File: src/rtl/game_pkg.sv
// Shared goose-run game definitions: state encoding, speed width and the
// default game-rate periods used by the sprite, obstacle and score blocks.
package game_pkg;

    typedef enum logic [1:0] {
        ST_IDLE  = 2'd0,
        ST_RUN   = 2'd1,
        ST_PAUSE = 2'd2,
        ST_OVER  = 2'd3
    } game_state_t;

    localparam int SPEED_W             = 3;
    localparam int LEG_DIV_DEF         = 16;
    localparam int SCORE_DIV_DEF       = 256;
    localparam int SCROLL_DIV_INIT_DEF = 64;
    localparam int SCROLL_DIV_MIN_DEF  = 16;
    localparam int SCROLL_STEP_DEF     = 8;
    localparam int LEVEL_SCORE_DEF     = 8;

    function automatic int max3(input int a, input int b, input int c);
        int m;
        m = (a > b) ? a : b;
        return (m > c) ? m : c;
    endfunction

endpackage

File: src/rtl/tick_divider.sv
// Gated modulo-P counter producing a wrap strobe; a new period is only
// adopted at a wrap or a clear, so an interval in progress is never cut short.
module tick_divider #(
    parameter int CNT_W       = 8,
    parameter int PER_W       = 9,
    parameter int INIT_PERIOD = 16
) (
    input  logic             clk_in,
    input  logic             rst_n,
    input  logic             en,
    input  logic             clr,
    input  logic [PER_W-1:0] period,
    output logic             tick
);

    logic [CNT_W-1:0] cnt_r;
    logic [PER_W-1:0] active_r;
    logic [PER_W-1:0] cnt_ext_s;
    logic             wrap_s;

    assign cnt_ext_s = PER_W'(cnt_r);
    assign wrap_s    = en && (cnt_ext_s == (active_r - PER_W'(1)));
    assign tick      = wrap_s;

    // Count register and active-period latch.
    always_ff @(posedge clk_in) begin
        if (!rst_n) begin
            cnt_r    <= {CNT_W{1'b0}};
            active_r <= PER_W'(INIT_PERIOD);
        end else if (clr) begin
            cnt_r    <= {CNT_W{1'b0}};
            active_r <= period;
        end else if (wrap_s) begin
            cnt_r    <= {CNT_W{1'b0}};
            active_r <= period;
        end else if (en) begin
            cnt_r    <= cnt_r + CNT_W'(1);
        end else begin
            cnt_r    <= cnt_r;
        end
    end

endmodule

File: src/rtl/game_tick_scheduler.sv
// Game-loop timing controller: game FSM, leg/scroll/score tick enables and
// score-driven scroll speed-up.
module game_tick_scheduler
    import game_pkg::*;
#(
    parameter int LEG_DIV         = LEG_DIV_DEF,
    parameter int SCORE_DIV       = SCORE_DIV_DEF,
    parameter int SCROLL_DIV_INIT = SCROLL_DIV_INIT_DEF,
    parameter int SCROLL_DIV_MIN  = SCROLL_DIV_MIN_DEF,
    parameter int SCROLL_STEP     = SCROLL_STEP_DEF,
    parameter int LEVEL_SCORE     = LEVEL_SCORE_DEF
) (
    input  logic               clk_in,
    input  logic               rst_n,
    input  logic               start_in,
    input  logic               pause_in,
    input  logic               collide_in,
    output logic               leg_tick,
    output logic               scroll_tick,
    output logic               score_tick,
    output logic [SPEED_W-1:0] speed_level,
    output logic [1:0]         game_state
);

    localparam int MAX_DIV = max3(LEG_DIV, SCORE_DIV, SCROLL_DIV_INIT);
    localparam int CNT_W   = $clog2(MAX_DIV);
    localparam int PER_W   = $clog2(MAX_DIV + 1);
    localparam int LVL_W   = $clog2(LEVEL_SCORE + 1);

    game_state_t      state_r, state_n_s;
    logic             stay_run_s, run_s, clr_s, can_step_s;
    logic             leg_wrap_s, scroll_wrap_s, score_wrap_s;
    logic [PER_W-1:0] pending_r;
    logic [LVL_W-1:0] lvl_cnt_r;

    // Game state register.
    always_ff @(posedge clk_in) begin
        if (!rst_n) begin
            state_r <= ST_IDLE;
        end else begin
            state_r <= state_n_s;
        end
    end

    // Next-state logic; collision outranks pause while running.
    always_comb begin
        state_n_s = state_r;
        case (state_r)
            ST_IDLE:  if (start_in) state_n_s = ST_RUN; else state_n_s = ST_IDLE;
            ST_RUN: begin
                if (collide_in)    state_n_s = ST_OVER;
                else if (pause_in) state_n_s = ST_PAUSE;
                else               state_n_s = ST_RUN;
            end
            ST_PAUSE: if (pause_in) state_n_s = ST_RUN; else state_n_s = ST_PAUSE;
            ST_OVER:  if (start_in) state_n_s = ST_RUN; else state_n_s = ST_OVER;
            default:  state_n_s = ST_IDLE;
        endcase
    end

    // Counters advance even on the edge that leaves RUN so a pause shifts ticks
    // by exactly its length; the tick itself is dropped on that edge.
    assign run_s      = (state_r == ST_RUN);
    assign stay_run_s = run_s && (state_n_s == ST_RUN);
    assign clr_s      = (state_r == ST_IDLE) || (state_r == ST_OVER) ||
                        (state_n_s == ST_IDLE) || (state_n_s == ST_OVER);
    assign game_state = state_r;

    tick_divider #(.CNT_W(CNT_W), .PER_W(PER_W), .INIT_PERIOD(LEG_DIV)) leg_u (
        .clk_in(clk_in), .rst_n(rst_n), .en(run_s), .clr(clr_s),
        .period(PER_W'(LEG_DIV)), .tick(leg_wrap_s)
    );

    tick_divider #(.CNT_W(CNT_W), .PER_W(PER_W), .INIT_PERIOD(SCROLL_DIV_INIT)) scroll_u (
        .clk_in(clk_in), .rst_n(rst_n), .en(run_s), .clr(clr_s),
        .period(pending_r), .tick(scroll_wrap_s)
    );

    tick_divider #(.CNT_W(CNT_W), .PER_W(PER_W), .INIT_PERIOD(SCORE_DIV)) score_u (
        .clk_in(clk_in), .rst_n(rst_n), .en(run_s), .clr(clr_s),
        .period(PER_W'(SCORE_DIV)), .tick(score_wrap_s)
    );

    // Registered tick enables.
    always_ff @(posedge clk_in) begin
        if (!rst_n) begin
            leg_tick    <= 1'b0;
            scroll_tick <= 1'b0;
            score_tick  <= 1'b0;
        end else begin
            leg_tick    <= leg_wrap_s && stay_run_s;
            scroll_tick <= scroll_wrap_s && stay_run_s;
            score_tick  <= score_wrap_s && stay_run_s;
        end
    end

    // Level-up allowed only while the shortened period stays at or above the floor.
    always_comb begin
        can_step_s = 1'b0;
        if ((int'(pending_r) >= SCROLL_DIV_MIN + SCROLL_STEP) &&
            (speed_level != {SPEED_W{1'b1}})) begin
            can_step_s = 1'b1;
        end else begin
            can_step_s = 1'b0;
        end
    end

    // Score-tick counting and speed-level / pending scroll period update.
    always_ff @(posedge clk_in) begin
        if (!rst_n || clr_s) begin
            lvl_cnt_r   <= {LVL_W{1'b0}};
            pending_r   <= PER_W'(SCROLL_DIV_INIT);
            speed_level <= {SPEED_W{1'b0}};
        end else if (score_tick) begin
            if (lvl_cnt_r == LVL_W'(LEVEL_SCORE - 1)) begin
                lvl_cnt_r <= {LVL_W{1'b0}};
                if (can_step_s) begin
                    pending_r   <= pending_r - PER_W'(SCROLL_STEP);
                    speed_level <= speed_level + SPEED_W'(1);
                end else begin
                    pending_r   <= pending_r;
                    speed_level <= speed_level;
                end
            end else begin
                lvl_cnt_r <= lvl_cnt_r + LVL_W'(1);
            end
        end else begin
            lvl_cnt_r <= lvl_cnt_r;
        end
    end

endmodule

File: config.mk
export PLATFORM = sky130hd
export DESIGN_NAME = game_tick_scheduler
export DESIGN_NICKNAME = d
export VERILOG_FILES = /design/src/rtl/game_pkg.sv /design/src/rtl/tick_divider.sv /design/src/rtl/game_tick_scheduler.sv
export SDC_FILE = /design/constraint.sdc
export NUM_CORES = 1
export LEC_CHECK = 0
export BUFFER_PORTS_ARGS = -buffer_cell sky130_fd_sc_hd__buf_2
export CAP_MARGIN = 20
export CORE_ASPECT_RATIO = 0.6
export CORE_MARGIN = 4
export CORE_UTILIZATION = 40
export CTS_CLUSTER_SIZE = 16
export DETAILED_ROUTE_END_ITERATION = 7
export GPL_TIMING_DRIVEN = 1
export SYNTH_ARGS = -nofsm -noshare
export SYNTH_HDL_FRONTEND = slang
export SYNTH_SLANG_ARGS = --single-unit
File: constraint.sdc
create_clock -name clk_in -period 2.4 [get_ports clk_in]
set_input_delay 0.24 -clock clk_in [delete_from_list [all_inputs] [get_ports clk_in]]
set_output_delay 0.24 -clock clk_in [all_outputs]
set_load 0.02 [all_outputs]
==> reports/summary.txt, run 1 <==
worst path cell trace = inv_1 > ha_1 > a211oi_1 > o21ai_0 > and2_1 > a311oi_4 > mux2i_1
global-route met1 utilization = 18.0%
postcts setup bufs = 0
hold bufs inserted after CTS = 0
post-route insts no fill = 350
Fillers = 517
Max-slew headroom = 65.4%
mux share of post-synthesis cell area = 5.75%
Crit path required time = 2620 ps
per-cell routed wire length = 11.6 um
Lkg Pwr = 0.921 nW
Slew Viols, Final = 0
Ports = 13
CTS tree = done
Sink Count = 48
vias in the first global route = 1601
gr ovfl total = 0
Crit-path slowest cell = a311oi_4
clock buffer depth = 2
Residual DRC = 0
Avg Inst Size Synth = 8.92 um^2
initial antenna violation count = 0
Initial Utilization = 43.2%
Synth Area in Compound Gates = 6.68%
initial DRC count = 58
via density per instance = 4.79
Reg2Reg Setup Slack = 190 ps
Final Setup Violations = 0
largest family of logic cells by synthesized area = simple AND/OR/NAND/NOR gates
worst path bufs/invs = 1
Final WS setup = 193 ps
TritonCTS buffer count = 5
Max Cap Violations = 0
GR peak layer = met2
core area = 5280 um^2
area occupied by multi-input gates = 1250 um^2
Core Rows = 20
Tightest Pin Transition = 518 ps
Pwr Density = 582 nW/um^2
Highest Clock Rate = 0.453 GHz
register area share after synthesis = 42.1%
post-route ant nets = 0
#FFs+latches synth = 48
fin nets = 290
first-pass GRT wire length = 7240 um
Post-Place Setup Slack = 221 ps
synth warn = 0
final core utilization = 48.3%
Pre-antenna DRT Iters = 4
synthesized area = 2280 um^2
placed insts = 342
GPL Wtd Cong = 0.825
root buffer cell = clkbuf_8
status = finished clean
Netlist cell types = 37
GR Util All Layers = 12.7%
final hold vios = 0
Area Overhead vs Synth = 11.8%
met2 Use GR = 18.8%
largest net degree at the start of global routing = 16
Final HPWL DP = 2980 um
simple-gate share of the synthesized area = 22.1%
Clock Latency Late Sink = 290 ps
CP Capture Type = register
post-cts sizing count = 0
met3 Use GR = 3.87%
peak supply drop = 0.209 mV
crit start category = register
slowest stage delay, CP = 510 ps
synthesized net count = 274
Max FO, Critical Path = 6
Die Ht = 66.5 um
Period Utilization, post-route = 92.0%
Ant. Diodes = 0
Final TNS setup = 0 ps
DIE AREA = 7020 um^2
Hold Crit Class = input pin to register
final WL = 4070 um
Seq. cell area = 961 um^2
CP top delay family = compound AO/OA/AOI/OAI gates
Adder-Cell Fraction of Synth Area = 7.12%
DR vias = 1677
Setup CP Type = register to register
RSZ-0062 raised after global routing = false
# port buffers = 12
depth of the CTS H-tree = 2
post-route minimum period = 2210 ps
Clock Pin Slew Worst Setup and Hold Paths = 90 ps
post-synthesis cell count = 256
XOR/XNOR Fraction of Synth Area = 13.0%
fraction of layout cells with a size suffix above 1 = 9.89%
clk_skew = 3.60 ps
Worst Path Arrival = 2430 ps
Horiz. Die Dim = 106 um
path summary, 6_finish.rpt:
check | start | end | cells after the start
setup / recovery | game_state[0] | scroll_u.active_r[7] | 7
hold / removal | start_in | game_state[0] | 3
setup reg to reg | game_state[0] | scroll_u.active_r[7] | 7
hold reg to reg | scroll_u.active_r[8] | scroll_u.active_r[8] | 2
logic make-up after synthesis:
family | Yosys count
AO/OA/AOI/OAI | 20
AND/OR/NAND/NOR | 109
adder cells (fa/ha/maj) | 13
XOR/XNOR | 34
buffers and inverters | 19
multiplexers | 13
flip-flops | 48
flip-flops by register name, summed over array words and instances (netlist names):
register           count
scroll_u.cnt_r         8
speed_level            3
scroll_u.active_r      6
score_u.cnt_r          8
game_state             2
lvl_cnt_r              4
score_tick             1
scroll_tick            1
leg_tick               1
pending_r              6
leg_u.cnt_r            8
where the power goes:
group / switching, mW / leakage (nW) / internal, mW
clock: 0.258 / 0.0552 / 0.309
sequential: 0.00508 / 0.387 / 0.800
combinational: 0.0698 / 0.478 / 0.0428
layout by cell type (no fill, tap or decap):
cell	synthesis	final
dfxtp_1	48	48
nor2_1	38	38
nand2_1	27	27
xnor2_1	17	17
xor2_1	17	17
ha_1	13	13
mux2i_1	12	12
buf_2	1	12
inv_1	11	11
nor3_1	11	11
nand4_1	9	9
nand3_1	6	6
clkbuf_8	0	5
buf_4	0	5
a211oi_1	4	4
o21ai_0	4	4
a21oi_1	4	4
and3_1	3	3
nand2b_1	3	3
and2_1	2	2
nor4_1	2	2
o21bai_1	2	2
or3_1	2	2
or4_1	1	1
nor2_2	1	1
nor3b_1	1	1
o211ai_1	1	1
nor2b_1	1	1
a31oi_1	1	1
a311o_1	1	1
a211o_1	1	1
nand4b_1	1	1
a311oi_4	1	1
a41oi_1	1	1
nand3b_1	1	1
mux2_2	1	1
clkinv_2	0	1
bufinv_16	0	1
clkbuf_1	5	1
layer usage:
metal	share of wire [%]	up-vias	routed length, um
met5	0	-	0
met4	0.44	0	18
met3	4.9	2	200
met2	38	30	1530
met1	57	750	2320
li1	-	895	-
worst reg2reg max path: cells and delay by family, from the launching register on:
kind,cells,cell delay [ps]
AOI/OAI and AO/OA,3,940
adders and majority gates,1,250
buffers and inverters,1,80
DFF,1,390
muxes,1,240
and+or+nand+nor,1,220
Yosys cell counts:
cell	number	area share [%]
a31oi_1	1	0.27
a311o_1	1	0.44
and3_1	3	0.82
or4_1	1	0.33
clkbuf_1	5	0.82
nand2_1	27	4.4
or3_1	2	0.55
nor2_1	38	6.2
inv_1	11	1.8
a311oi_4	1	1.2
nor4_1	2	0.55
mux2i_1	12	5.3
nand3b_1	1	0.33
a21oi_1	4	0.88
nor3b_1	1	0.33
and2_1	2	0.55
nor3_1	11	2.4
nand4b_1	1	0.38
nand2b_1	3	0.82
o21ai_0	4	0.88
buf_2	1	0.22
a41oi_1	1	0.38
nor2b_1	1	0.27
mux2_2	1	0.49
xnor2_1	17	6.5
a211oi_1	4	1.3
o21bai_1	2	0.66
a211o_1	1	0.38
buf_1	1	0.16
xor2_1	17	6.5
ha_1	13	7.1
clkbuf_2	1	0.22
o211ai_1	1	0.33
nor2_2	1	0.27
dfxtp_1	48	42
nand3_1	6	1.3
nand4_1	9	2.5
per-stage QoR:
| step | power, mW | hold WS, ps | instance area (um^2) |
|---|---|---|---|
| after floorplan | 0.905 | 366 | 2280 |
| after global placement | 0.936 | 465 | 2440 |
| after detailed placement | 0.937 | 476 | 2440 |
| after CTS | 1.51 | 192 | 2550 |
| after global routing | 1.56 | 202 | 2550 |
| final | 1.49 | 201 | 2550 |
area by class of cell:
cell class	instances	area share (%)
Inverter	11	1.62
Tap cell	77	3.77
Multi-Input combinational cell	189	48.9
Timing Repair Buffer	17	3.82
Clock buffer	6	2.84
Clock inverter	2	1.37
Sequential cell	48	37.6
(Power assumes the default switching activity.)
==> run 2: changes to the inputs <==
Settings changed: CORE_ASPECT_RATIO 0.6 to default, RECOVER_POWER from default to 100.
Clock period 2.4 ns to 2.7 ns, I/O delays scaled along.
==> run 2 against run 1 <==
Cell area fell by 2.0%. Sequential share of layout area rose by 0.75 points. Clock skew about the same. Maximum frequency down 3.5%. Setup slack improved by 220 ps. Sequential power shrank 11%. Die area is 0.56% lower. Core utilization shrank 2.9 points. Global-route usage down 1.6 points. Critical endpoint is now pending_r[6].
==> reports/summary.txt, run 2 (synthesis gave the netlist of run 1 again) <==
clock buffer depth = 2 (unchanged)
initial antenna violation count = 0 (unchanged)
global-route met1 utilization = 13.8% (was 18.0%)
post-route ant nets = 0 (unchanged)
post-route minimum period = 2290 ps (was 2210 ps)
# port buffers = 12 (unchanged)
TritonCTS buffer count = 5 (unchanged)
Seq. cell area = 961 um^2 (unchanged)
clk_skew = 3.96 ps (was 3.60 ps)
fin nets = 288 (was 290)
vias in the first global route = 1500 (was 1601)
Setup CP Type = register to register (unchanged)
CP Capture Type = register (unchanged)
hold depth = 3 (unchanged)
Clock Latency Late Sink = 290 ps (about the same)
fraction of layout cells with a size suffix above 1 = 6.27% (was 9.89%)
combinational fraction of design power = 7.5% (was 7.6%)
gr ovfl total = 0 (unchanged)
Worst Path Arrival = 2520 ps (was 2430 ps)
met3 Use GR = 3.55% (was 3.87%)
DIE AREA = 6980 um^2 (was 7020 um^2)
most common cell after layout, fill and taps aside = dfxtp_1 (unchanged)
Initial Utilization = 41.5% (was 43.2%)
Final TNS setup = 0 ps (unchanged)
Net Sw Frac = 23.7% (was 22.4%)
peak supply drop = 0.259 mV (was 0.209 mV)
Worst Hold End = game_state[0] (unchanged)
core area = 5510 um^2 (was 5280 um^2)
Lkg Pwr = 0.867 nW (was 0.921 nW)
root buffer cell = clkbuf_8 (unchanged)
Pwr Density = 498 nW/um^2 (was 582 nW/um^2)
Crit-path slowest cell = clkbuf_1 (was a311oi_4)
Period Utilization, post-route = 84.7% (was 92.0%)
post-cts sizing count = 0 (unchanged)
Slew Viols, Final = 0 (unchanged)
final WL = 3780 um (was 4070 um)
first-pass GRT wire length = 6510 um (was 7240 um)
power share of the sequential group = 57.5% (was 54.2%)
Fillers = 558 (was 517)
Internal = 950 uW (was 1.15 mW)
worst path cell trace = inv_1 > ha_1 > buf_4 > inv_1 > o21ai_0 > a211o_1 > clkbuf_1 > o21bai_1 (was inv_1 > ha_1 > a211oi_1 > o21ai_0 > and2_1 > a311oi_4 > mux2i_1)
Tightest Pin Transition = 611 ps (was 518 ps)
Hold Crit Class = input pin to register (unchanged)
Highest Clock Rate = 0.437 GHz (was 0.453 GHz)
Reg2Reg Setup Slack = 410 ps (was 190 ps)
most frequent cells in the layout = 48 x dfxtp_1, 38 x nor2_1, 27 x nand2_1 (unchanged)
most used cell, CP = inv_1
Final HPWL DP = 2840 um (was 2980 um)
Max Cap Violations = 0 (unchanged)
initial DRC count = 54 (was 58)
clock network power share = 35.1% (was 38.2%)
FF-to-FF path depth = 8 (was 7)
Die Ht = 83.6 um (was 66.5 um)
Final Setup Violations = 0 (unchanged)
GR Util All Layers = 11.1% (was 12.7%)
area occupied by multi-input gates = 1250 um^2 (unchanged)
Max FO, Critical Path = 17 (was 6)
crit start category = register (unchanged)
hold_sp = start_in (unchanged)
met2 Use GR = 18.2% (was 18.8%)
hold bufs inserted after CTS = 0 (unchanged)
RSZ-0062 raised after global routing = false (unchanged)
Residual DRC = 0 (unchanged)
r2r endpoint = pending_r[6] (was scroll_u.active_r[7])
postcts setup bufs = 0 (unchanged)
Sw Pwr = 296 uW (was 333 uW)
largest net degree at the start of global routing = 18 (was 16)
Ports = 13 (unchanged)
DR vias = 1670 (was 1677)
Crit path required time = 2930 ps (was 2620 ps)
Core Rows = 27 (was 20)
GPL Wtd Cong = 0.722 (was 0.825)
via density per instance = 4.87 (was 4.79)
final hold vios = 0 (unchanged)
Max-slew headroom = 59.1% (was 65.4%)
Area Overhead vs Synth = 9.59% (was 11.8%)
Clock Pin Slew Worst Setup and Hold Paths = 90 ps (about the same)
RR Startpoint = game_state[1] (was game_state[0])
Pre-antenna DRT Iters = 4 (unchanged)
slowest stage delay, CP = 440 ps (was 510 ps)
depth of the CTS H-tree = 2 (unchanged)
GR peak layer = met2 (unchanged)
Horiz. Die Dim = 83.6 um (was 106 um)
Top Registers = leg_u.cnt_r (8), score_u.cnt_r (8), scroll_u.cnt_r (8) (unchanged)
Ant. Diodes = 0 (unchanged)
per-cell routed wire length = 11.0 um (was 11.6 um)
final core utilization = 45.4% (was 48.3%)
CTS tree = done (unchanged)
status = finished clean (unchanged)
Sink Count = 48 (unchanged)
==> run 2: power by group through the flow <==
| stage | logic [mW] | clock network [mW] | registers (mW) |
|---|---|---|---|
| 6_report | 0.0930 | 0.437 | 0.716 |
| 5_1_grt | 0.103 | 0.479 | 0.717 |
| 4_1_cts | 0.0963 | 0.455 | 0.716 |
| 3_5_place_dp | 0.0960 | 0 | 0.732 |
| 3_3_place_gp | 0.0967 | 0 | 0.732 |
| 2_1_floorplan | 0.0704 | 0 | 0.734 |
==> run 2: worst max-delay path: cells and delay by family (launching register included) <==
| kind | cells | cell delay (ps) |
|---|---|---|
| AO/OA/AOI/OAI | 3 | 910 |
| adder cells (fa/ha/maj) | 1 | 160 |
| buffers and inverters | 4 | 800 |
| flip-flops | 1 | 340 |
==> run 2: routing by layer <==
metal | wire, um | vias to the layer above
li1 | - | 888
met1 | 1820 | 761
met2 | 1800 | 17
met3 | 128 | 4
met4 | 33 | 0
met5 | 0 | -
==> run 2: layout make-up <==
| cell class | count | share of cell area [%] |
|---|---|---|
| multi-input combinational | 189 | 49.9 |
| timing repair buffer | 15 | 2.75 |
| tap | 72 | 3.60 |
| inverter | 11 | 1.65 |
| clock inverter | 2 | 0.400 |
| clock buffer | 6 | 3.30 |
| sequential | 48 | 38.4 |
==> run 2: worst max path at each step <==
stage | start | end | slack [ps] | cells past startpoint
after floorplan | game_state[0] | scroll_u.cnt_r[0] | 610 | 7
after global placement | game_state[0] | scroll_u.active_r[3] | 540 | 7
after detailed placement | game_state[0] | scroll_u.active_r[5] | 510 | 7
after CTS | game_state[0] | scroll_u.active_r[5] | 480 | 7
after global routing | game_state[1] | pending_r[6] | 170 | 8
final | game_state[1] | pending_r[6] | 410 | 8
==> run 2: metrics by stage <==
stage          power (mW)  hold slack [ps]  area, um^2  worst slack [ps]  cells
2_1_floorplan       0.805              396        2280               606    256
3_3_place_gp        0.829              465        2420               542    335
4_1_cts              1.27              210        2520               484    343
3_5_place_dp        0.828              464        2420               512    335
6_report             1.25              218        2500               412    343
5_1_grt              1.30              217        2500               169    343
